File: src/rtl/dsp_wresp_channel.sv
// Per-master AXI4 write-response dispatcher: arbitrates B responses from all slave-side
// arbiters, strips the master-index prefix from BID and drives one registered B stage.
// Define DSP_WRESP_RR_ARB_EN for round-robin arbitration; otherwise lowest index wins.
module dsp_wresp_channel #(
    parameter int SLV_AMT         = 2,
    parameter int TRANS_MST_ID_W  = 5,
    parameter int MST_ID_W        = 2,
    parameter int TRANS_SLV_ID_W  = TRANS_MST_ID_W + MST_ID_W,
    parameter int TRANS_WR_RESP_W = 2
) (
    input  logic                                ACLK_i,
    input  logic                                ARESET_i,
    input  logic [TRANS_SLV_ID_W*SLV_AMT-1:0]   sa_BID_i,
    input  logic [TRANS_WR_RESP_W*SLV_AMT-1:0]  sa_BRESP_i,
    input  logic [SLV_AMT-1:0]                  sa_BVALID_i,
    output logic [SLV_AMT-1:0]                  sa_BREADY_o,
    output logic [TRANS_MST_ID_W-1:0]           m_BID_o,
    output logic [TRANS_WR_RESP_W-1:0]          m_BRESP_o,
    output logic                                m_BVALID_o,
    input  logic                                m_BREADY_i
);

    localparam int PTR_W = (SLV_AMT > 1) ? $clog2(SLV_AMT) : 1;

    logic                       load_ok;
    logic                       found;
    logic                       grant_vld;
    logic [PTR_W-1:0]           grant_idx;
    logic [TRANS_MST_ID_W-1:0]  sel_id;
    logic [TRANS_WR_RESP_W-1:0] sel_resp;
    logic [MST_ID_W*SLV_AMT-1:0] unused_id_prefix;

    // The output slot may be refilled when empty or when it drains in this same cycle.
    assign load_ok = ~m_BVALID_o | m_BREADY_i;

`ifdef DSP_WRESP_RR_ARB_EN
    logic [PTR_W-1:0] rr_ptr;
    logic [PTR_W-1:0] cand_idx;

    always_comb begin
        found     = 1'b0;
        grant_idx = '0;
        cand_idx  = '0;
        for (int i = 0; i < SLV_AMT; i++) begin
            cand_idx = PTR_W'((int'(rr_ptr) + i) % SLV_AMT);
            if (!found && sa_BVALID_i[cand_idx]) begin
                found     = 1'b1;
                grant_idx = cand_idx;
            end
        end
        grant_vld = found & load_ok & ~ARESET_i;
    end

    always_ff @(posedge ACLK_i) begin
        if (ARESET_i) begin
            rr_ptr <= '0;
        end else if (grant_vld) begin
            rr_ptr <= (grant_idx == PTR_W'(SLV_AMT - 1)) ? '0 : grant_idx + 1'b1;
        end
    end
`else
    always_comb begin
        found     = 1'b0;
        grant_idx = '0;
        for (int i = 0; i < SLV_AMT; i++) begin
            if (!found && sa_BVALID_i[i]) begin
                found     = 1'b1;
                grant_idx = PTR_W'(i);
            end
        end
        grant_vld = found & load_ok & ~ARESET_i;
    end
`endif

    // Granted-slice mux and one-hot ready; the master-index prefix of BID is dropped here.
    always_comb begin
        sel_id           = '0;
        sel_resp         = '0;
        sa_BREADY_o      = '0;
        unused_id_prefix = '0;
        for (int k = 0; k < SLV_AMT; k++) begin
            unused_id_prefix[MST_ID_W*k +: MST_ID_W] =
                sa_BID_i[TRANS_SLV_ID_W*k + TRANS_MST_ID_W +: MST_ID_W];
            if (grant_idx == PTR_W'(k)) begin
                sel_id         = sa_BID_i[TRANS_SLV_ID_W*k +: TRANS_MST_ID_W];
                sel_resp       = sa_BRESP_i[TRANS_WR_RESP_W*k +: TRANS_WR_RESP_W];
                sa_BREADY_o[k] = grant_vld;
            end
        end
    end

    always_ff @(posedge ACLK_i) begin
        if (ARESET_i) begin
            m_BVALID_o <= 1'b0;
            m_BID_o    <= '0;
            m_BRESP_o  <= '0;
        end else if (grant_vld) begin
            m_BVALID_o <= 1'b1;
            m_BID_o    <= sel_id;
            m_BRESP_o  <= sel_resp;
        end else if (m_BREADY_i) begin
            m_BVALID_o <= 1'b0;
        end
    end

endmodule

File: config.mk
export PLATFORM = sky130hd
export DESIGN_NAME = dsp_wresp_channel
export DESIGN_NICKNAME = d
export VERILOG_FILES = /design/src/rtl/dsp_wresp_channel.sv
export SDC_FILE = /design/constraint.sdc
export NUM_CORES = 1
export LEC_CHECK = 0
export ABC_CLOCK_PERIOD_IN_PS = 1600
export CAP_MARGIN = 20
export CORE_AREA = 4 4 41 43
export CTS_CLUSTER_DIAMETER = 30
export DETAILED_ROUTE_END_ITERATION = 7
export DIE_AREA = 0 0 45 47
export GPL_TIMING_DRIVEN = 0
export PLACE_DENSITY = 0.75
export SLEW_MARGIN = 20
export SYNTH_ARGS = -nofsm -noshare
export SYNTH_HDL_FRONTEND = slang
export SYNTH_SLANG_ARGS = --single-unit
File: constraint.sdc
create_clock -name ACLK_i -period 1.6 [get_ports ACLK_i]
set_input_delay 0.16 -clock ACLK_i [delete_from_list [all_inputs] [get_ports ACLK_i]]
set_output_delay 0.16 -clock ACLK_i [all_outputs]
set_load 0.005 [all_outputs]
==> impl_metrics.tcl, run 1 <==
set metrics [dict create \
    p_total_mw 0.523 \
    post_cts_buffers 0 \
    placementRows 13 \
    h-tree-depth 1 \
    drive_gt1_share_pct 8.75 \
    worst_pin_slew_ps 460 \
    path_cells "clkdlybuf4s50_1 -> nand2b_1 -> buf_6 -> nor3_1 -> dlygate4sd2_1" \
    ant_nets 0 \
    r2r-end "m_BID_o[2]" \
    cts_buffer_depth 2 \
    hold_viol 0 \
    startpoint "sa_BVALID_i[0]" \
    yosys-top-cells-area "dfxtp_1 (41%), a311oi_1 (16%), nand2_1 (13%)" \
    arrival_ps 1340 \
    final_area_um2 708 \
    leakage_nw 0.288 \
    clock_sinks 8 \
    die_h_um 47 \
    end_kind "primary output" \
    crit_cells 5 \
    drc 0 \
    grt_usage_pct 11.0 \
    netlist.top_cell.by_area "dfxtp_1" \
    seq_power_share_pct 43.2 \
    grt_pass1_vias 347 \
    place_inst 92 \
    whs_ps 303 \
    cts_root_buf "clkbuf_4" \
    antenna_found_initial 0 \
    cts_tree "done" \
    layout-area-overhead-vs-synth_pct 79.1 \
    layout_min_cycle_time_ps 1500 \
    slowest_delay_ps 450 \
    ys_async_sr_fraction_pct 0 \
    fin_setup_tns_ps 0 \
    drt-initial-drc-count 12 \
    cts_buffers 3 \
    grt_first_pass_wirelength_um 1610 \
    rr_startpoint "m_BVALID_o" \
    stdcell_count 95 \
    r2r_slack_ps 430 \
    hp-start "ARESET_i" \
    skew_ps 6.24 \
    io_buffers 27 \
    multiInputGateArea_um2 208 \
    synth_cells 50 \
    preCtsSetupSlack_ps -174 \
    avgSynthCellArea_um2 7.91 \
    ys_seq_area_share_pct 40.5 \
    cp-endpoint "sa_BREADY_o[1]" \
    synth_top_area_share_pct 40.5 \
    path_clk_slew_ps 60 \
    rr_worst_depth 3 \
    start_util_pct 30.4 \
    worstHoldPathType "input pin to flip-flop" \
    setup_viol 0 \
    dieWidth_um 45 \
    switching_share_pct 24.0 \
    coreArea_mm2 0.00130 \
    fmax_ghz 0.669 \
    synth_common_cells "nand2_1 (14), a21oi_1 (8), dfxtp_1 (8), a311oi_1 (7)" \
    insertion_delay_ps 250 \
    cellPowerDensity_mw_per_mm2 739 \
    pwr-share-comb_pct 27.7 \
    grt_max_degree 11 \
    cp_top_family "buffers and inverters" \
    fin_ws_ps 104 \
    ys.flop_type "dfxtp_1" \
    switchingPower_mw 0.125 \
    synth_fp_nets 73 \
    pin_count 33 \
    avgViaCountPerCell 4.76 \
    wl_per_cell_um 11.3 \
    synth.most_common_cell "nand2_1" \
    nets 105 \
    peakVddDrop_v 0.000427 \
    dr.pass1.iters 4 \
    fin_crit_sh_pct 93.5 \
    maxCapViolations 0 \
    path_buf_inv 3 \
    synth_seq_cells 8 \
    finalMaxSlewViolations 0 \
    totalWireLength_um 1080 \
    critical_path_required_ps 1440 \
    diodes 0 \
    cts_hold_buffers 0 \
    hpwl_um 829 \
    critPathLaunchType "input pin" \
    vias 452 \
    grt_overflow 0 \
    cp_max_fo 8 \
    placed_area_um2 684 \
    synth_edf_count 0 \
    max-slew-margin-rel_pct 69.2 \
    nFillCells 135 \
    status "finished clean" \
    power.internal_mw 0.398 \
    p_clk_share_pct 29.1 \
    critical-path-slowest-cell "clkdlybuf4s50_1" \
    ctsResizeCount 1 \
    synth.cell_area_um2 395 \
    seq_area_um2 160 \
    critical_path_class "input pin to primary output" \
    gp_congestion 0.644 \
    ys_warn_count 0 \
    ys_types 15 \
    die-area_mm2 0.00212 \
    final_util_pct 54.4 \
]
## layout by cell type, fill, tap and decap left out, types with 2 or more instances in the layout
cell type and instances:
a21oi_1 8, nand2b_1 2, a311oi_1 7, nand2_1 14
nor2_1 2, clkdlybuf4s50_1 25, dfxtp_1 8, clkbuf_4 3
## registers in the layout (all words and copies together) (netlist names)
name,count
m_BRESP_o,2
m_BVALID_o,1
m_BID_o,5
## layer usage
metal  global-route usage [%]  vias up  wire [um]
met4                     8.77        0         19
met3                     4.60        2         98
met5                        0        -          0
met2                     14.1       16        530
met1                     14.2      194        427
li1                         -      240          -
## worst min-delay path by stage
stage,to,slack (ps),cells after the start
after floorplan,m_BID_o[0],320,2
after global placement,m_BID_o[4],500,2
after detailed placement,m_BID_o[1],510,2
after CTS,m_BVALID_o,300,2
after global routing,m_BVALID_o,340,2
final,m_BVALID_o,300,2
## logic make-up (layout without fill, tap and decap cells)
logic type | Yosys count | count (layout) | share of synthesized area [%]
AOI/OAI and AO/OA | 15 | 15 | 25.6
buffers and inverters | 4 | 34 | 6.96
DFF | 8 | 8 | 40.5
and+or+nand+nor | 23 | 23 | 26.9
## layout make-up
cell class                 instances  share of cell area, %
buffer                             4                   3.89
clock buffer                       3                   3.18
multi-input combinational         38                   29.3
sequential                         8                   22.6
tap                               15                   2.65
timing repair buffer              27                   38.3
## power by group through the flow
stage	registers, mW	logic [mW]	clock network [mW]
after floorplan	0.233	0.0531	0
after global placement	0.230	0.147	0
after detailed placement	0.230	0.148	0
after CTS	0.226	0.148	0.157
after global routing	0.228	0.158	0.174
final	0.226	0.145	0.152
Note: power is estimated with default switching activity, not from simulation.
==> run 2: changes to the inputs <==
- ABC_AREA: not set -> 1
- CORE_AREA: 4 4 41 43 -> not set
- CORE_MARGIN: not set -> 4
- CORE_UTILIZATION: not set -> 34
- DIE_AREA: 0 0 45 47 -> not set
- PLACE_DENSITY: 0.75 -> 0.8
==> impl_metrics.tcl, run 2 <==
set metrics [dict create \
    status "finished clean" \
    synth_seq_cells 8 \
    finalMaxSlewViolations 0 \
    final_cell_mix "nand2_1 (37), clkdlybuf4s50_1 (25), nor2_1 (15)" \
    final_common_cell "nand2_1" \
    cts_root_buf "clkbuf_4" \
    hpwl_um 880 \
    largestRegisters "m_BID_o: 5 flops, m_BRESP_o: 2 flops, m_BVALID_o: 1 flops" \
    drc 0 \
    path_clk_slew_ps 50 \
    cp_max_fo 8 \
    rsz0062_at_grt "false" \
    synth.cell_area_um2 443 \
    maxCapViolations 0 \
    min_path_cells 2 \
    die-area_mm2 0.00194 \
    totalWireLength_um 1210 \
    synth_fp_nets 101 \
    rr_startpoint "m_BVALID_o" \
    drt-initial-drc-count 4 \
    coreArea_mm2 0.00117 \
    path_cells "clkdlybuf4s50_1 -> inv_1 -> nor2_4 -> nor2_1 -> dlygate4sd2_1" \
    multiInputGateArea_um2 241 \
    dr.pass1.iters 2 \
    largest_reg_flops 5 \
    critical-path-slowest-cell "clkdlybuf4s50_1" \
    rr_worst_depth 6 \
    clock_sinks 8 \
    insertion_delay_ps 260 \
    stdcell_count 124 \
    max-slew-margin-rel_pct 82.7 \
    hold_end "m_BVALID_o" \
    leakage_nw 0.408 \
    start_util_pct 37.8 \
    avgSynthCellArea_um2 5.68 \
    critPathLaunchType "input pin" \
    cts_buffer_depth 2 \
    grt_overflow 0 \
    seq_area_um2 160 \
    die_h_um 44.1 \
    vias 526 \
    end_kind "primary output" \
    grt_pass1_vias 488 \
    ys_seq_area_share_pct 36.2 \
    synth_top_area_share_pct 36.2 \
    hold_viol 0 \
    preCtsSetupSlack_ps -303 \
    grt_max_degree 16 \
    antenna_found_initial 0 \
    fin_setup_tns_ps 0 \
    slowest_delay_ps 490 \
    h-tree-depth 1 \
    worstHoldPathType "input pin to flip-flop" \
    hp-start "ARESET_i" \
    diodes 0 \
    pin_count 33 \
    placementRows 12 \
    cts_tree "done" \
    critical_path_required_ps 1440 \
    ys_warn_count 0 \
    netlist.top_cell.by_area "dfxtp_1" \
    fin_ws_ps 170 \
    worst_pin_slew_ps 259 \
    yosys-top-cells-area "dfxtp_1 (36%), nand2_1 (32%), nor2_1 (14%)" \
    ys.flop_type "dfxtp_1" \
    synth_edf_count 0 \
    grt_usage_pct 15.6 \
    ys_async_sr_fraction_pct 0 \
    dieWidth_um 44.1 \
    arrival_ps 1270 \
    setup_viol 0 \
    io_buffers 28 \
    place_inst 120 \
    top_register "m_BID_o" \
    synth.most_common_cell "nand2_1" \
    synth_cells 78 \
    nFillCells 111 \
    layout-area-overhead-vs-synth_pct 76.6 \
    ant_nets 0 \
    peakVddDrop_v 0.000456 \
    wl_per_cell_um 9.76 \
    avgViaCountPerCell 4.24 \
    cts_hold_buffers 0 \
    ys_types 9 \
    cts_buffers 3 \
    p_total_mw 0.547 \
    layout_min_cycle_time_ps 1430 \
    nets 135 \
    r2r_slack_ps 580 \
    drive_gt1_share_pct 8.18 \
    critical_path_class "input pin to primary output" \
    gp_congestion 0.683 \
    fmax_ghz 0.699 \
    synth_common_cells "nand2_1 (38), nor2_1 (16), inv_1 (11), dfxtp_1 (8)" \
    skew_ps 5.39 \
    fin_crit_sh_pct 89.4 \
    r2r-end "m_BID_o[1]" \
    grt_first_pass_wirelength_um 2080 \
    cellPowerDensity_mw_per_mm2 700 \
]
==> run 2: power by group <==
part | leakage [nW] | total [mW] | switching, mW | internal (mW)
logic | 0.328 | 0.165 | 0.0674 | 0.0973
clock network | 0.0138 | 0.158 | 0.0722 | 0.0861
registers | 0.0663 | 0.224 | 0.00800 | 0.216
total | 0.408 | 0.547 | 0.148 | 0.400
==> run 2: through the flow <==
stage	utilization [%]	area (um^2)	hold WS, ps
floorplan	-	443	229
global placement	63.2	741	497
detailed placement	63.2	741	506
CTS	66.8	782	491
global route	66.8	782	489
finish	66.8	782	504
==> run 2: area by class of cell <==
cell class | instances | area share, %
timing repair buffer | 30 | 37.8
multi-input combinational | 57 | 30.9
sequential | 8 | 20.5
inverter | 12 | 5.76
clock buffer | 3 | 2.88
tap | 14 | 2.24
==> run 2: logic make-up after synthesis <==
family          count (synthesis)  synth area share, %
buf+inv                        13                 13.3
flops                           8                 36.2
compound gates                  1                 1.13
simple gates                   56                 49.4
==> run 2: metal layers <==
layer  track usage (%)  vias up  share of wire, %
met5                 0        -                 0
met4              14.5        0               4.2
met3              4.88        5               8.4
met2              24.1       21                45
met1              16.6      209                42
li1                  -      291                 -
==> run 2: repair_timing <==
action	in CTS	in global routing
endpoints found under the setup margin	1	0
resized for setup	8	0
setup buffers	2	0
==> run 2: critical path: cells and delay by family <==
family	cells	cell delay (ps)
and+or+nand+nor	2	260
buffers and inverters	3	840
==> run 2: how the worst max path moves through the flow <==
stage	startpoint	to	slack (ps)	depth (start not counted)
6_report	sa_BVALID_i[1]	sa_BREADY_o[0]	170	5
2_1_floorplan	m_BVALID_o	sa_BREADY_o[0]	620	4
5_1_grt	sa_BVALID_i[1]	sa_BREADY_o[0]	100	5
3_5_place_dp	ARESET_i	sa_BREADY_o[0]	-300	6
3_3_place_gp	ARESET_i	sa_BREADY_o[0]	-310	6
4_1_cts	sa_BVALID_i[1]	sa_BREADY_o[0]	160	5
==> run 3: changes to the inputs <==
- ABC_AREA: 1 -> not set
- CORE_AREA: not set -> 4 4 41 43
- CORE_MARGIN: 4 -> not set
- CORE_UTILIZATION: 34 -> not set
- DIE_AREA: not set -> 0 0 45 47
- DONT_BUFFER_PORTS: not set -> 1
- PLACE_DENSITY: 0.8 -> not set
==> impl_metrics.tcl, run 3 (synthesis results as in run 1) <==
set metrics [dict create \
    largestRegisters "m_BID_o: 5 flops, m_BRESP_o: 2 flops, m_BVALID_o: 1 flops" \
    min_path_cells 2 \
    pin_count 33 \
    layout-area-overhead-vs-synth_pct 10.4 \
    worstHoldPathType "input pin to flip-flop" \
    skew_ps 2.67 \
    layout_min_cycle_time_ps 1190 \
    r2r-end "m_BID_o[4]" \
    gp_congestion 0.703 \
    peakVddDrop_v 0.000384 \
    path_clk_slew_ps 60 \
    arrival_ps 1300 \
    hold_viol 0 \
    fin_crit_sh_pct 74.5 \
    cts_buffers 3 \
    cts_root_buf "clkbuf_4" \
    placementRows 13 \
    grt_max_degree 11 \
    final_area_um2 437 \
    grt_usage_pct 11.9 \
    grt_first_pass_wirelength_um 1740 \
    critPathLaunchType "flip-flop" \
    dr.pass1.iters 2 \
    leakage_nw 0.166 \
    die_h_um 47 \
    rr_worst_depth 3 \
    p_total_mw 0.453 \
    hold_end "m_BID_o[0]" \
    drive_gt1_share_pct 13.2 \
    vias 364 \
    setup_viol 0 \
    critical_path_required_ps 1700 \
    largest_reg_flops 5 \
    start_util_pct 30.4 \
    r2r_slack_ps 410 \
    grt_pass1_vias 350 \
    fmax_ghz 0.839 \
    status "finished clean" \
    max-slew-margin-rel_pct 68.0 \
    finalMaxSlewViolations 0 \
    end_kind "flip-flop" \
    avgViaCountPerCell 5.35 \
    ctsResizeCount 0 \
    cellPowerDensity_mw_per_mm2 1040 \
    h-tree-depth 1 \
    diodes 0 \
    maxCapViolations 0 \
    placed_area_um2 414 \
    cts_buffer_depth 2 \
    insertion_delay_ps 250 \
    rsz0062_at_grt "false" \
    cp_max_fo 7 \
    post_cts_buffers 0 \
    wl_per_cell_um 16.0 \
    die-area_mm2 0.00212 \
    totalWireLength_um 1090 \
    rr_startpoint "m_BVALID_o" \
    final_cell_mix "nand2_1 (14), a21oi_1 (8), dfxtp_1 (8)" \
    drc 0 \
    io_buffers 0 \
    hpwl_um 816 \
    final_common_cell "nand2_1" \
    cts_hold_buffers 0 \
    cts_tree "done" \
    place_inst 65 \
    antenna_found_initial 0 \
    ant_nets 0 \
    nets 78 \
    drt-initial-drc-count 8 \
    coreArea_mm2 0.00130 \
    dieWidth_um 45 \
    hp-start "sa_BID_i[0]" \
    clock_sinks 8 \
    critical_path_class "flip-flop to flip-flop" \
    grt_overflow 0 \
    stdcell_count 68 \
    top_register "m_BID_o" \
    worst_pin_slew_ps 478 \
    fin_setup_tns_ps 0 \
]
-- run 3: worst max-delay path by stage --
stage	startpoint	endpoint	cells past startpoint
finish	m_BVALID_o	m_BID_o[4]	3
global route	m_BVALID_o	m_BID_o[4]	3
CTS	m_BVALID_o	m_BID_o[4]	3
detailed placement	m_BVALID_o	m_BID_o[4]	3
global placement	m_BVALID_o	m_BID_o[2]	3
floorplan	m_BVALID_o	m_BID_o[0]	3
-- run 3: per-layer routing --
layer  routed length [um]  track usage, %
met4                    0            3.51
met3                  132            7.28
met1                  481            14.9
met5                    0               0
met2                  474            16.9
-- run 3: area by class of cell --
cell class / count / area [um^2]
flip-flops and latches: 8 / 160
well taps: 15 / 18.8
plain buffers: 4 / 27.5
multi-input cells: 38 / 208
fillers: 149 / 865
clock buffers: 3 / 22.5
-- run 3: power breakdown --
group / total, mW / switching [mW] / internal [mW]
combinational: 0.0632 / 0.0351 / 0.0281
clock: 0.157 / 0.0712 / 0.0860
sequential: 0.232 / 0.0147 / 0.218
-- run 3: worst max-delay path, stage by stage, from the launching register on --
cell and delay (ps):
dfxtp_1 330, nor2b_1 160, nor2_1 400, a311oi_1 160
-- run 3: per-stage QoR --
stage / util, % / worst slack, ps / hold WS, ps
6_report: 33.6 / 408 / 64.0
3_5_place_dp: 31.8 / 425 / 329
4_1_cts: 33.6 / 421 / 55.9
2_1_floorplan: - / 609 / 320
5_1_grt: 33.6 / 310 / 59.4
3_3_place_gp: 31.8 / 410 / 325
==> patch (settings of run 1) <==
Build with the macro `DSP_WRESP_RR_ARB_EN` defined.
--- a/src/rtl/dsp_wresp_channel.sv
+++ b/src/rtl/dsp_wresp_channel.sv
@@ -1,6 +1,8 @@
 // Per-master AXI4 write-response dispatcher: arbitrates B responses from all slave-side
 // arbiters, strips the master-index prefix from BID and drives one registered B stage.
 // Define DSP_WRESP_RR_ARB_EN for round-robin arbitration; otherwise lowest index wins.
+`define DSP_WRESP_RR_ARB_EN
+
 module dsp_wresp_channel #(
     parameter int SLV_AMT         = 2,
     parameter int TRANS_MST_ID_W  = 5,
Check against the original RTL: not equivalent (a bounded check fails within 4 cycles, from zero or initial values and one cycle with ARESET_i high).
==> patch against run 1 <==
Total power is 14% higher. Count of clock-buffer cells in the layout grew 1. Via count increased by 5.8%. Wire length increased by 21%. Register-to-register slack worse by 0.14 ns. Worst setup slack lost 0.022 ns. Final area up 12%. Critical path type unchanged. Sequential cell count is 1 higher. Cell count unchanged. Synthesized area up 19%. Highest routed layer unchanged. Largest power group unchanged. Global-route usage grew 3.6 points.
==> patch: results (changes against run 1) <==
vias_per_cell: 5.03  # +5.8%
grt_overflow: 0  # unchanged
ys_seq_area_frac: 0.382  # -0.0231
ys_top_cells_by_count: "dfxtp_1 (9), inv_1 (8), a211oi_1 (7), a221o_1 (7), buf_6 (3)"
root_buffer: "clkbuf_4"
final_nets: 104  # -0.95%
clkLatencyLatePin_ns: 0.26
final_layout_size_suffix_gt1_frac: 0.200  # +0.113
track_usage: 0.146  # +0.0355
biggestRegsByFlops: "m_BID_o (5), m_BRESP_o (2)"
clock_skew_ns: 0.000364  # -0.00588 ns
syn_nets: 70  # -4.1%
dp.cells: 90  # -2.2%
path_max_fanout: 3  # -5
clk_pin_slew_worst_paths_ns: 0.06  # about the same
antenna_cells: 0  # unchanged
outcome: "finished clean"
arrival_ns: 1.36  # +0.02 ns
synth_compound_area_frac: 0.350  # +0.0938
hold_path_class: "reg -> reg"
grt_pass1_vias: 482  # +39%
grt_pass1_wl_um: 2090  # +30%
vdd_ir_drop_max_mv: 0.319  # -25%
slew_headroom: 0.804  # +0.112
cts_buffers: 3  # unchanged
cts_resized: 5  # +4
synth.distinct_cells: 16  # +1
p_leak_nw: 0.304  # +5.7%
place.gp.congestion: 0.676  # +5.0%
synth_area_leaders: "dfxtp_1 (38%), a221o_1 (15%), a211oi_1 (11%)"
syn_avg_cell_area_um2: 10.0  # +27%
ys_async_sr_fraction: 0  # unchanged
cts_post_setup_buffers_inserted: 1  # +1
cts_buffer_depth: 2  # unchanged
synthAdderAreaFrac: 0  # unchanged
fillers: 124  # -8.1%
ys_warn_count: 0  # unchanged
synth_xor_area_frac: 0  # unchanged
drt-total-wl_um: 1300  # +21%
place_hpwl_um: 965  # +16%
antenna_found_initial: 0  # unchanged
io_buffer_count: 28  # +3.7%
drt_pre_antenna_iters: 4  # unchanged
drtIter0Drc: 7  # -5
patch: cell types whose count changed after synthesis, sizes merged, moves of 6 or more:
cell    delta
a211oi     +7
nand2     -14
inv        +9
a21oi      -6
a311oi     -7
a221o      +7
patch: worst paths after layout:
check,slack [ns],startpoint,end,depth (start not counted)
max,0.08,m_BREADY_i,sa_BREADY_o[1],4
max reg2reg,0.29,m_BVALID_o,m_BID_o[0],4
min reg2reg,0.50,rr_ptr,rr_ptr,2
min,0.50,rr_ptr,rr_ptr,2
patch: stage by stage:
stage / worst slack [ns] / cell area [µm²] / setup TNS [ns] / power [mW]
3_5_place_dp: -0.485 / 771 / -0.859 / 0.423
6_report: 0.0824 / 796 / 0 / 0.596
3_3_place_gp: -0.483 / 771 / -0.749 / 0.420
2_1_floorplan: 0.366 / 472 / 0 / 0.324
4_1_cts: 0.00573 / 798 / 0 / 0.609
5_1_grt: 0.00924 / 796 / 0 / 0.638
patch: final cells by class:
class	instances	share of cell area
inverter	9	0.0425
sequential	9	0.228
multi-input combinational	25	0.275
tap	15	0.0236
timing repair buffer	29	0.349
buffer	4	0.0487
clock buffer	4	0.0330
patch: metal layers:
metal / global-route usage / wire (µm) / up-vias
li1: - / - / 241
met1: 0.153 / 534 / 216
met2: 0.220 / 645 / 19
met3: 0.0575 / 107 / 2
met4: 0.140 / 17 / 0
met5: 0 / 0 / -
patch: worst max-delay path, cell delays in order:
cell and delay, ns:
clkdlybuf4s50_1 0.47, and2b_4 0.20, a2111oi_4 0.35, buf_2 0.18
patch: where the power goes:
group	total [mW]	internal, mW	switching (mW)
registers	0.255	0.244	0.0106
clock network	0.180	0.0964	0.0836
logic	0.161	0.106	0.0552
